$ cat src/rtl/ext_mem_bus_ctrl.sv
// Asynchronous SRAM/NOR bus controller: single read/write transfers with programmable setup/pulse/hold.
// Ack arrives SETUP+PULSE+HOLD+1 cycles after acceptance; new requests are ignored while busy.
module ext_mem_bus_ctrl #(
  parameter int DW        = 16,
  parameter int AW        = 22,
  parameter int SETUP_CYC = 1,
  parameter int PULSE_CYC = 6,
  parameter int HOLD_CYC  = 1,
  parameter int CNT_W     = 4
) (
  input  logic            clk,
  input  logic            rst,
  input  logic            req,
  input  logic            wr,
  input  logic [AW-1:0]   addr,
  input  logic [DW-1:0]   wdata,
  input  logic [DW/8-1:0] be,
  output logic            busy,
  output logic            ack,
  output logic [DW-1:0]   rdata,
  output logic [AW-1:0]   mem_addr,
  output logic [DW-1:0]   mem_dq_o,
  output logic            mem_dq_oe,
  input  logic [DW-1:0]   mem_dq_i,
  output logic            mem_ce_n,
  output logic            mem_we_n,
  output logic            mem_oe_n,
  output logic [DW/8-1:0] mem_be_n
);

  localparam int BW = DW / 8;

  // Counter reload values: each state runs from (length-1) down to zero.
  localparam logic [CNT_W-1:0] S_LD = (SETUP_CYC > 0) ? CNT_W'(SETUP_CYC - 1) : '0;
  localparam logic [CNT_W-1:0] P_LD = (PULSE_CYC > 0) ? CNT_W'(PULSE_CYC - 1) : '0;
  localparam logic [CNT_W-1:0] H_LD = (HOLD_CYC > 0)  ? CNT_W'(HOLD_CYC - 1)  : '0;

  typedef enum logic [1:0] {
    IDLE  = 2'd0,
    SETUP = 2'd1,
    PULSE = 2'd2,
    HOLD  = 2'd3
  } state_t;

  state_t           state;
  logic [CNT_W-1:0] cnt;
  logic             wr_q;
  logic [DW-1:0]    lane_mask;

  // be_n is held for the whole transfer, so it doubles as the latched byte enables.
  always_comb begin
    lane_mask = '0;
    for (int i = 0; i < BW; i++) begin
      lane_mask[i*8 +: 8] = {8{~mem_be_n[i]}};
    end
  end

  always_ff @(posedge clk) begin
    if (rst) begin
      state     <= IDLE;
      cnt       <= '0;
      wr_q      <= 1'b0;
      busy      <= 1'b0;
      ack       <= 1'b0;
      rdata     <= '0;
      mem_addr  <= '0;
      mem_dq_o  <= '0;
      mem_dq_oe <= 1'b0;
      mem_ce_n  <= 1'b1;
      mem_we_n  <= 1'b1;
      mem_oe_n  <= 1'b1;
      mem_be_n  <= '1;
    end else begin
      ack <= 1'b0;
      case (state)
        IDLE: begin
          if (req) begin
            if (be == '0) begin
              ack <= 1'b1;
            end else begin
              wr_q     <= wr;
              mem_addr <= addr;
              mem_be_n <= ~be;
              mem_ce_n <= 1'b0;
              busy     <= 1'b1;
              if (wr) begin
                mem_dq_o  <= wdata;
                mem_dq_oe <= 1'b1;
              end
              if (SETUP_CYC > 0) begin
                state <= SETUP;
                cnt   <= S_LD;
              end else begin
                state    <= PULSE;
                cnt      <= P_LD;
                mem_we_n <= ~wr;
                mem_oe_n <= wr;
              end
            end
          end
        end

        SETUP: begin
          if (cnt == '0) begin
            state    <= PULSE;
            cnt      <= P_LD;
            mem_we_n <= ~wr_q;
            mem_oe_n <= wr_q;
          end else begin
            cnt <= cnt - CNT_W'(1);
          end
        end

        PULSE: begin
          if (cnt == '0) begin
            mem_we_n <= 1'b1;
            mem_oe_n <= 1'b1;
            // Data is sampled at the strobe's rising edge, end of the last pulse cycle.
            if (!wr_q) begin
              rdata <= mem_dq_i & lane_mask;
            end
            if (HOLD_CYC > 0) begin
              state <= HOLD;
              cnt   <= H_LD;
            end else begin
              state     <= IDLE;
              busy      <= 1'b0;
              ack       <= 1'b1;
              mem_ce_n  <= 1'b1;
              mem_be_n  <= '1;
              mem_dq_oe <= 1'b0;
            end
          end else begin
            cnt <= cnt - CNT_W'(1);
          end
        end

        HOLD: begin
          if (cnt == '0) begin
            state     <= IDLE;
            busy      <= 1'b0;
            ack       <= 1'b1;
            mem_ce_n  <= 1'b1;
            mem_be_n  <= '1;
            mem_dq_oe <= 1'b0;
          end else begin
            cnt <= cnt - CNT_W'(1);
          end
        end

        default: state <= IDLE;
      endcase
    end
  end

endmodule

$ cat config.mk
export PLATFORM = sky130hd
export DESIGN_NAME = ext_mem_bus_ctrl
export DESIGN_NICKNAME = d
export VERILOG_FILES = /design/src/rtl/ext_mem_bus_ctrl.sv
export SDC_FILE = /design/constraint.sdc
export NUM_CORES = 1
export LEC_CHECK = 0
export CAP_MARGIN = 20
export CORE_MARGIN = 1.5
export CORE_UTILIZATION = 45
export DETAILED_ROUTE_END_ITERATION = 7
export GPL_ROUTABILITY_DRIVEN = 0
export PLACE_DENSITY = 0.91
export RECOVER_POWER = 25
export SLEW_MARGIN = 20
export SYNTH_ARGS = -nofsm -noshare
export SYNTH_HDL_FRONTEND = slang
export SYNTH_SLANG_ARGS = --single-unit
$ cat constraint.sdc
create_clock -name clk -period 3.03 [get_ports clk]
set_input_delay 0.909 -clock clk [delete_from_list [all_inputs] [get_ports clk]]
set_output_delay 0.909 -clock clk [all_outputs]
set_load 0.01 [all_outputs]
# After elaboration in Yosys (flattened, before gate mapping)
# Index checks and enable logic that the tools add are counted.
dict set report classes {
  eq_ne 10
  mux 35
  n_bitwise 6
  add_sub_neg 1
  n_reduce_logical 13
}
# operator count
set op_table {}
lappend op_table {{$mux 4} 5}
lappend op_table {{$and 16x16->16} 1}
lappend op_table {{$pmux 4 s4} 1}
lappend op_table {{$mux 1} 14}
lappend op_table {{$mux 2} 7}
lappend op_table {{$ne 2x2->1 const B} 7}
lappend op_table {{$pmux 1 s2} 6}
lappend op_table {{$reduce_and 3->1} 4}
lappend op_table {{$reduce_and 5->1} 2}
lappend op_table {{$pmux 2 s4} 1}
lappend op_table {{$reduce_and 4->1} 2}
lappend op_table {{$eq 2x2->1 const B} 2}
lappend op_table {{$logic_not 2->1} 2}
lappend op_table {{$logic_not 4->1} 1}
lappend op_table {{$not 1->1} 4}
lappend op_table {{$pmux 2 s2} 1}
lappend op_table {{$reduce_bool 2->1} 2}
lappend op_table {{$sub 4x1->4 const B} 1}
lappend op_table {{$eq 2x1->1 const B} 1}
lappend op_table {{$not 2->2} 1}
dict set report word_totals {
  out_inout_bits 62
  inputBits 60
  elab_cells 78
  reg_bits 69
}

# Depth between registers and ports, before layout
dict set report depth {
  word_depth 4
  depth_mapped 9
  ltp_nobuf 6
}

# Worst setup path before layout
# Ideal clock, no wire load.
dict set report synth_path {
  path_kind {input to register}
  startpoint {input be[1]}
  endpoint {register mem_dq_o[10]}
  required_time_ps 2898
  n_path_buf 2
  cell_stages 6
  slack_ps 1176
  arrival_time_ps 1722
  setup_time_ps 132
  path_cell_list {o211a_1 -> and2_1 -> buf_2 -> buf_4 -> nand2_1 -> a21oi_1}
}
dict set report synth_via {
  elab_chain_cells 3
}
# item line_no
set synth_rtl {}
lappend synth_rtl {{from (decl)} 17} ;# input logic [DW/8-1:0] be,
lappend synth_rtl {{$logic_not 2->1} 78} ;# if (be == '0) begin
lappend synth_rtl {{$not 1->1 (no line)} --}
lappend synth_rtl {{$reduce_and 4->1 (no line)} --}
lappend synth_rtl {{to (signal assigned)} 87} ;# mem_dq_o <= wdata;
lappend synth_rtl {{to (decl)} 22} ;# output logic [DW-1:0] mem_dq_o,
# No other way between the ends.
# A chain may end at the register's enable or synchronous reset.

# Worst setup path in the final report
dict set report layout_path {
  startpoint {input be[1]}
  endpoint {register mem_addr[19]}
}
dict set report layout_via {
  elab_chain_cells 3
}
# item line_no
set layout_rtl {}
lappend layout_rtl {{$logic_not 2->1} 78}
lappend layout_rtl {{$not 1->1 (no line)} --}
lappend layout_rtl {{$reduce_and 3->1 (no line)} --}
lappend layout_rtl {{to (signal assigned)} 82} ;# mem_addr <= addr;
lappend layout_rtl {{to (decl)} 21} ;# output logic [AW-1:0] mem_addr,
# No other way between the ends.

==> results.cfg <==
[run_status]
status = complete, no violations

[critical_path]
arrival_ps = 2680
cp-end-kind = flip-flop
setup.worst_path.start = be[1]
critPathKind = input pin to flip-flop
critPathLaunchType = input pin
r2r-start = state[0]
cp_max_fo = 23
worstPathRequired_ps = 3310

[sta]
period_minus_slack_ps = 2401
max_freq_mhz = 416.5
hold_violations = 0
setup-violations-final = 0
fin_skew_ps = 8.564
finalCritPeriodShare_pct = 79.24
rsz0062_at_grt = no
worst_pin_slew_ps = 1008
fin_setup_tns_ps = 0
slew_headroom_pct = 32.82
layout_setup_ws_ps = 628.9
hold_slack_ps = 454.1
drv_slew = 0

[logic_synthesis]
ys_async_sr_fraction_pct = 0
synth_cell_types = 34
synth.area.top_cells = dfxtp_1, nand2_1, a21oi_1
synth_top_area_cell = dfxtp_1
syn_area_sq_um = 2721
synth.avg_cell_area_sq_um = 8.272
synth_top_area_share_pct = 50.76
syn_nets = 395
synth_flop_cell = dfxtp_1
syn_inst = 329
ys_ff_latch = 69
ys_warn_count = 0
synth-edff-count = 0
seq_area_frac_synth_pct = 50.76

[detailed_routing]
num_vias = 2693
via_per_inst = 5.120
firstDrtPassIters = 4
drc = 0
routed_wl_microns = 7248
drt_iter0_markers = 220
wl_per_cell_microns = 13.78
postRouteAntennaNets = 0

[grt]
grt_pass1_vias = 2633
antenna_found_initial = 0
grt_max_degree = 28
grt_overflow_total = 0
grt_usage_pct = 23.04
grt_pass1_wl_microns = 11610

[cts]
postCtsSetupBuffers = 0
cts_sinks = 69
clock_latency_ps = 340
htree_num_levels = 3
cts_buffers = 9
cts_tree = done
path_clk_slew_ps = 80
clk_path_buf_depth = 2
cts_root_buf = clkbuf_8
cts_hold_buffers = 0
cts_resized = 0

[floorplan]
start_util_pct = 46.24
core_sq_um = 5886
die-area_sq_um = 6523
row_count = 28
top_level_ports = 122
die_h_microns = 80.77
fp.dieW_microns = 80.77

[placement]
dpl_worst_slack_ps = 467.7
dpl.hpwl_microns = 5211
io_buffers = 121

[pwr]
power_density_nw_per_um2 = 709.4
vdd_drop_max_mv = 0.3620
static-leakage-power_nw = 1.489
total_power_w = 0.002939

[hold_path]
holdCritPathClass = flip-flop to flip-flop
min_from = rdata[8]

[finish]
finalNetCount = 512
fillers = 458
antennaDiodeCount = 0
final_layout_size_suffix_gt1_share_pct = 4.878
syn_to_final_growth_pct = 52.23

[job]
drv_cap = 0
flip-flops by register name, indices dropped and copies added, names as in the netlist, 2 cells and up:
| signal | flops |
|---|---|
| state | 2 |
| mem_addr | 22 |
| mem_be_n | 2 |
| mem_dq_o | 16 |
| cnt | 4 |
| rdata | 16 |
synthesized netlist by cell type (all sizes together) (2+ instances only):
master  instances
inv             8
o21ai           4
buf             5
nor3            7
nand3b         17
ha              6
clkbuf         14
and2            3
nor2            9
nand2b          2
nand2          99
a21oi          62
o32ai           3
a31oi           4
dfxtp          69
nand3           2
placed cells by master, fill, tap and decap left out, drive strengths merged, types with 2 or more instances in the layout:
| master | netlist | routed |
|---|---|---|
| o21ai | 4 | 4 |
| o32ai | 3 | 3 |
| nand3b | 17 | 17 |
| nand2 | 99 | 99 |
| ha | 6 | 6 |
| dlygate4sd3 | 0 | 7 |
| dfxtp | 69 | 69 |
| clkbuf | 14 | 11 |
| inv | 8 | 9 |
| nand2b | 2 | 2 |
| nor2 | 9 | 9 |
| clkinvlp | 0 | 3 |
| nor3 | 7 | 7 |
| a31oi | 4 | 4 |
| clkdlybuf4s50 | 0 | 113 |
| and2 | 3 | 3 |
| buf | 5 | 4 |
| nand3 | 2 | 2 |
| a21oi | 62 | 62 |
layer usage:
layer	vias up	track usage, %	routed length (microns)
li1	1346	-	-
met1	1229	26.53	2961
met2	98	39.24	3570
met3	20	5.955	509
met4	0	12.24	206
met5	-	0	0
report_power, final:
group          switching [W]  internal [W]  leakage (nW)
combinational       0.000546      0.000491         0.832
clock               0.000357      0.000406        0.0951
sequential         0.0000986       0.00104         0.562
total                0.00100       0.00194          1.49
path summary, 6_finish.rpt:
check / to / slack (ps) / cells after the start
setup reg to reg: mem_addr[19] / 950 / 6
hold / removal: rdata[8] / 450 / 2
hold reg to reg: rdata[8] / 450 / 2
setup / recovery: mem_addr[19] / 630 / 5
metrics by stage:
step,cells,instance area [sq um],utilization [%]
final,526,4143,70.39
after global routing,526,4143,70.39
after CTS,526,4146,70.45
after detailed placement,510,3939,66.92
after global placement,510,3939,66.92
after floorplan,329,2721,-
layout make-up:
type	count	area (sq um)	area share, %
Clock buffer	10	137.6	3.322
Clock inverter	6	70.07	1.691
Inverter	8	30.03	0.7249
Multi-Input combinational cell	233	1197	28.90
Sequential cell	69	1381	33.34
Tap cell	75	93.84	2.265
Timing Repair Buffer	125	1232	29.75
critical path, stage by stage:
cell and delay, ps:
clkdlybuf4s50_1 480, o211ai_1 200, clkbuf_1 770, nand2_1 140
a21oi_1 170
kinds of logic (layout without fill, tap and decap cells):
group	after synthesis	count (layout)	share of synthesized area [%]
multiplexers	1	1	0.3678
AO/OA/AOI/OAI	83	83	17.01
adder cells (fa/ha/maj)	6	6	2.759
buffers and inverters	27	149	5.241
flip-flops	69	69	50.76
AND/OR/NAND/NOR	143	143	23.86
Power figures use the tool's default switching activity.
